==> src/rtl/mult4u_pkg.sv <==
// Shared widths and FSM encoding for the 4-bit multiplier check/accumulate
// slice.
package mult4u_pkg;

  localparam int NIBBLE_W = 4;
  localparam int PROD_W   = 8;

  typedef enum logic [1:0] {
    IDLE   = 2'd0,
    CHECK  = 2'd1,
    COMMIT = 2'd2
  } state_e;

endpackage

==> src/rtl/mult4u_shift_add_ref.sv <==
// Four-step shift-add reference multiplier.
// It recomputes a*b one bit of b per cycle.
module mult4u_shift_add_ref
  import mult4u_pkg::*;
(
  input  logic                clk,
  input  logic                rst_n,
  input  logic                start_i,
  input  logic [NIBBLE_W-1:0] a_i,
  input  logic [NIBBLE_W-1:0] b_i,
  output logic [PROD_W-1:0]   ref_o,
  output logic                fin_o
);

  logic [PROD_W-1:0] ref_q, ref_d;
  logic [1:0]        idx_q, idx_d;
  logic              busy_q, busy_d;
  logic [PROD_W-1:0] a_ext;

  assign a_ext = {{(PROD_W-NIBBLE_W){1'b0}}, a_i};

  always_comb begin
    ref_d  = ref_q;
    idx_d  = idx_q;
    busy_d = busy_q;
    if (start_i) begin
      ref_d  = '0;
      idx_d  = '0;
      busy_d = 1'b1;
    end else if (busy_q) begin
      if (b_i[idx_q])
        ref_d = ref_q + (a_ext << idx_q);
      idx_d = idx_q + 2'd1;
      if (idx_q == 2'd3)
        busy_d = 1'b0;
    end
  end

  always_ff @(posedge clk or negedge rst_n) begin
    if (!rst_n) begin
      ref_q  <= '0;
      idx_q  <= '0;
      busy_q <= 1'b0;
    end else begin
      ref_q  <= ref_d;
      idx_q  <= idx_d;
      busy_q <= busy_d;
    end
  end

  // fin marks the cycle whose edge applies the last bit
  assign ref_o = ref_q;
  assign fin_o = busy_q & (idx_q == 2'd3);

endmodule

==> src/rtl/mult4u_check_acc.sv <==
// Checks incoming 4x4 products against a shift-add reference, corrects them,
// and accumulates the verified result into a saturating accumulator.
module mult4u_check_acc
  import mult4u_pkg::*;
#(
  parameter int ACC_W    = 12,
  parameter int ERRCNT_W = 8
) (
  input  logic                clk,
  input  logic                rst_n,
  input  logic                in_valid,
  output logic                in_ready,
  input  logic [NIBBLE_W-1:0] a,
  input  logic [NIBBLE_W-1:0] b,
  input  logic [PROD_W-1:0]   p,
  input  logic                clr,
  input  logic                err_clr,
  output logic [ACC_W-1:0]    acc,
  output logic                done,
  output logic                err,
  output logic [ERRCNT_W-1:0] err_cnt,
  output logic                ovf
);

  state_e state_q, state_d;

  logic [NIBBLE_W-1:0] a_q, a_d;
  logic [NIBBLE_W-1:0] b_q, b_d;
  logic [PROD_W-1:0]   p_q, p_d;
  logic [ACC_W-1:0]    acc_q, acc_d;
  logic [ERRCNT_W-1:0] cnt_q, cnt_d;
  logic                err_q, err_d;
  logic                ovf_q, ovf_d;
  logic                done_q, done_d;
  logic                rdy_q, rdy_d;

  logic                accept;
  logic                fin;
  logic                mismatch;
  logic [PROD_W-1:0]   ref_p;
  logic [ACC_W-1:0]    acc_base;
  logic [ERRCNT_W-1:0] cnt_base;
  logic [ACC_W:0]      sum;

  assign accept = in_valid & (state_q == IDLE);

  mult4u_shift_add_ref u_ref (
    .clk     (clk),
    .rst_n   (rst_n),
    .start_i (accept),
    .a_i     (a_q),
    .b_i     (b_q),
    .ref_o   (ref_p),
    .fin_o   (fin)
  );

  assign mismatch = (ref_p != p_q);
  assign acc_base = clr ? '0 : acc_q;
  assign cnt_base = err_clr ? '0 : cnt_q;
  assign sum = {1'b0, acc_base}
             + {{(ACC_W+1-PROD_W){1'b0}}, ref_p};

  always_comb begin
    state_d = state_q;
    a_d     = a_q;
    b_d     = b_q;
    p_d     = p_q;
    acc_d   = acc_base;
    ovf_d   = clr ? 1'b0 : ovf_q;
    err_d   = err_clr ? 1'b0 : err_q;
    cnt_d   = cnt_base;
    done_d  = 1'b0;
    unique case (state_q)
      IDLE: begin
        if (in_valid) begin
          a_d     = a;
          b_d     = b;
          p_d     = p;
          state_d = CHECK;
        end
      end
      CHECK: begin
        if (fin)
          state_d = COMMIT;
      end
      COMMIT: begin
        // the reference value is always the one accumulated
        if (sum[ACC_W]) begin
          acc_d = '1;
          ovf_d = 1'b1;
        end else begin
          acc_d = sum[ACC_W-1:0];
        end
        if (mismatch) begin
          err_d = 1'b1;
          if (!(&cnt_base))
            cnt_d = cnt_base + {{(ERRCNT_W-1){1'b0}}, 1'b1};
        end
        done_d  = 1'b1;
        state_d = IDLE;
      end
      default: state_d = IDLE;
    endcase
    rdy_d = (state_d == IDLE);
  end

  always_ff @(posedge clk or negedge rst_n) begin
    if (!rst_n) begin
      state_q <= IDLE;
      a_q     <= '0;
      b_q     <= '0;
      p_q     <= '0;
      acc_q   <= '0;
      cnt_q   <= '0;
      err_q   <= 1'b0;
      ovf_q   <= 1'b0;
      done_q  <= 1'b0;
      rdy_q   <= 1'b1;
    end else begin
      state_q <= state_d;
      a_q     <= a_d;
      b_q     <= b_d;
      p_q     <= p_d;
      acc_q   <= acc_d;
      cnt_q   <= cnt_d;
      err_q   <= err_d;
      ovf_q   <= ovf_d;
      done_q  <= done_d;
      rdy_q   <= rdy_d;
    end
  end

  assign in_ready = rdy_q;
  assign acc      = acc_q;
  assign done     = done_q;
  assign err      = err_q;
  assign err_cnt  = cnt_q;
  assign ovf      = ovf_q;

endmodule
==> config.mk <==
export PLATFORM = sky130hd
export DESIGN_NAME = mult4u_check_acc
export DESIGN_NICKNAME = d
export VERILOG_FILES = /design/src/rtl/mult4u_pkg.sv /design/src/rtl/mult4u_shift_add_ref.sv /design/src/rtl/mult4u_check_acc.sv
export SDC_FILE = /design/constraint.sdc
export NUM_CORES = 1
export LEC_CHECK = 0
export CAP_MARGIN = 20
export CORE_AREA = 2 2 105 107
export DETAILED_ROUTE_END_ITERATION = 16
export DIE_AREA = 0 0 107 109
export MAX_ROUTING_LAYER = met4
export PLACE_DENSITY = 0.57
export SLEW_MARGIN = 20
export SYNTH_ARGS = -nofsm -noshare
export SYNTH_HDL_FRONTEND = slang
export SYNTH_HIERARCHICAL = 1
export SYNTH_SLANG_ARGS = --single-unit
==> constraint.sdc <==
create_clock -name clk -period 6.6 [get_ports clk]
set_clock_uncertainty 0.05 [all_clocks]
set_input_delay 1.32 -clock clk [delete_from_list [all_inputs] [get_ports clk]]
set_output_delay 1.32 -clock clk [all_outputs]
set_load 0.005 [all_outputs]
==> impl_results.md <==
- Status: complete, no violations
- TNS Setup: 0 ps
- DRT iter0 DRCs: between 70 and 80
- DR pass1 iterations: 4
- Hold Vio Cnt, Final: 0
- Min Tclk post-route: about 4000 ps
- Startpoint Class: primary input
- Crit Path Class: in -> reg
- H-Tree Depth: 2
- Post-synthesis instance area: around 3200 µm²
- Critical-path maximum fanout: 14
- Async set-or-reset flop fraction in the synthesized netlist: 100%
- Placement Cell Area: 3770 µm²
- RSZ-0062 raised after global routing: false
- TritonCTS clock tree: yes
- Post-synthesis sequential area ratio: between 40% and 50%
- Post-route ant nets: 0
- Reg power frac: between 40 and 50%
- Max Cap Viol: 0
- Reg2reg end: acc[9]
- Die ar.: ~12,000 µm²
- Via count: approximately 2.4k
- Data required, critical path: approximately 6800 ps
- P&R area growth vs syn: 20.3%
- Setup-failing EPs final: 0
- Peak VDD IR: around 0.18 mV
- CTS max path bufs: 2
- Worst-path clk slew: approximately 100 ps
- Post_cts resized: 0
- Synth top area cells: dfrtp_1 41%, ha_1 6.6%, mux2_2 5.6%
- Post-CTS Hold Fix Bufs: 0
- Number of global-route vias before repair: roughly 2.4k
- CTS Buf Count: 5
- Post-synth top cells: 52 x dfrtp_1, 22 x nor2_1, 18 x nor2b_1, 17 x ha_1, 16 x mux2_2
- Rows: 38
- Area share of the largest cell type after synthesis: roughly two fifths
- Flops & latches, synth: 53
- WL/cell: 14.0 µm
- Cell count after synthesis: around 290
- Post-place setup slack: approximately 2200 ps
- Routed vias/inst: 4.98
- Syn. warnings: 6
- Switching Share: 38.1%
- Clk sinks: between 50 and 60
- Worst-margin pin slew: about 670 ps
- Biggest area consumer among synthesized cells: dfrtp_1
- Synth cell types: 66
- Clock Power Share: between 10 and 15%
- Remaining DRCs: 0
- WL final: approximately 6700 µm
- Worst setup path start: clr
- Internal: between 0.8 and 0.9 mW
- Worst reg2reg path depth: 8
- Switch Pwr: between 0.5 and 0.6 mW
- Crit path capture: acc[9]
- Die Span X: 107 µm
- Die height: ~110 µm
- Main flop type after synthesis: dfrtp_1
- I/O Buffers: 44
- Slew Limit Fails: 0
- Largest net degree at the start of global routing: 54
- Fmax: about 240 MHz
- Pwr dens: approximately 340 nW/µm²
- Initial antenna violation count: 0
- R2r setup slk: just under 4000 ps
- First-pass GRT wire length: 11,700 µm
- Total overflow reported by the global router: 0
- Crit end category: register
- Post-route cell area: 3850 µm²
- Hold WC Path Type: reg -> reg
- Synthesized Nets: approximately 330
- Worst Slack Setup Final: roughly 2500 ps
- Clk root buf: clkbuf_8
- ANT cells: 0
- Final Util: a little over a third
- Combinational power share: between 40% and 50%
- Dpl hpwl: ~4900 µm
- CORE AREA: ~11,000 µm²
- Share of cells above drive strength 1: between 10% and 20%
- Post-CTS setup buffers: 0
- Crit path DAT: between 4000 and 5000 ps
- Tcrit/Tclk final: about 62%
- Initial Util: a little under a third
- Clk_lat worst skew: 310 ps
- Lkg Pwr: 1.73 nW
- Slew Limit Headroom: between 50% and 60%
- Final net count: around 380
- RePlAce Congestion: 0.833
- Worst R2R Start: acc[0]
- WHS: between 400 and 500 ps
- EDFF count, synth: 0
- All-Layer GR Usage: 12.9%
- Syn_area_per_cell: roughly 11 µm²
- Most instantiated library cell after synthesis: dfrtp_1
- I/O pins: 45
[power groups by stage]
stage | clock network, mW | registers [mW] | logic (mW)
2_1_floorplan | 0 | 0.500 | 0.494
3_3_place_gp | 0 | 0.544 | 0.586
3_5_place_dp | 0 | 0.546 | 0.599
4_1_cts | 0.195 | 0.539 | 0.602
5_1_grt | 0.209 | 0.556 | 0.675
6_report | 0.186 | 0.536 | 0.598
[layer usage]
| metal | vias up | GRT usage [%] | part of all wire, % |
|---|---|---|---|
| met5 | - | - | 0 |
| met4 | 0 | 3.80 | 1.2 |
| met3 | 9 | 2.33 | 3.2 |
| met2 | 34 | 20.8 | 46 |
| met1 | 1178 | 16.7 | 50 |
| li1 | 1163 | - | - |
[placed cells by master, fill, tap and decap left out, types with 3 or more instances in the layout]
cell type,Yosys,final
xor2_1,12,12
a31oi_1,9,9
nor2b_1,18,18
and3_1,5,5
nand4_1,3,3
mux2_2,16,16
a211o_1,4,4
nand2_1,14,14
o21a_1,3,3
xnor2_1,7,7
clkdlybuf4s50_1,0,43
dfrtp_1,52,52
o21ai_0,3,3
clkbuf_8,0,5
nand2b_1,3,3
a21oi_1,14,14
or2_2,3,3
mux2_1,3,3
nand3_1,5,5
ha_1,17,17
inv_1,4,4
a22o_1,4,4
a21o_1,7,7
mux2i_1,6,6
nor2_1,22,22
[kinds of logic (layout without fill, tap and decap cells)]
logic type | Yosys count | in the layout | synth area share, %
and+or+nand+nor | 95 | 95 | 17.7
AOI/OAI and AO/OA | 66 | 66 | 15.0
DFF | 53 | 53 | 41.5
muxes | 28 | 28 | 10.2
adders and majority gates | 19 | 19 | 7.89
xor gates and xnor gates | 19 | 19 | 5.20
buffers and inverters | 14 | 59 | 2.46
[worst max-delay path, cell delays in order]
cell and delay, ps:
clkdlybuf4s50_1 830, nor2b_1 150, ha_1 240, fa_1 400
a21o_1 230, a221oi_2 320, o22a_1 470, o22ai_1 130
o21bai_1 160
[state kept, by name, summed over array words and instances (netlist names)]
signal        count
in_ready          1
a_q               4
u_ref/ref_o       8
p_q               8
err               1
err_cnt           8
acc              12
ovf               1
state_q           2
u_ref/idx_q       2
b_q               4
done              1
u_ref/busy_q      1
[cell type report]
class,instances,area (µm²)
multi-input cells,227,1800
repair buffers,46,450
clock inverters,1,7.51
fillers,1057,6750
well taps,140,175
flip-flops and latches,53,1330
inverters,5,18.8
clock buffers,7,76.3
[per-stage QoR]
step,total power [mW],cells
2_1_floorplan,0.994,294
3_3_place_gp,1.13,471
3_5_place_dp,1.14,471
4_1_cts,1.34,479
5_1_grt,1.44,479
6_report,1.32,479
[worst min-delay path by stage]
stage,startpoint,endpoint,slack [ps],cells past startpoint
4_1_cts,b_q[2],b_q[2],450,1
3_3_place_gp,b_q[2],b_q[2],420,1
2_1_floorplan,b_q[2],b_q[2],400,1
3_5_place_dp,ovf,ovf,420,1
5_1_grt,ovf,ovf,460,1
6_report,b_q[3],b_q[3],440,1
No activity file was read; power rests on OpenSTA's default activity.
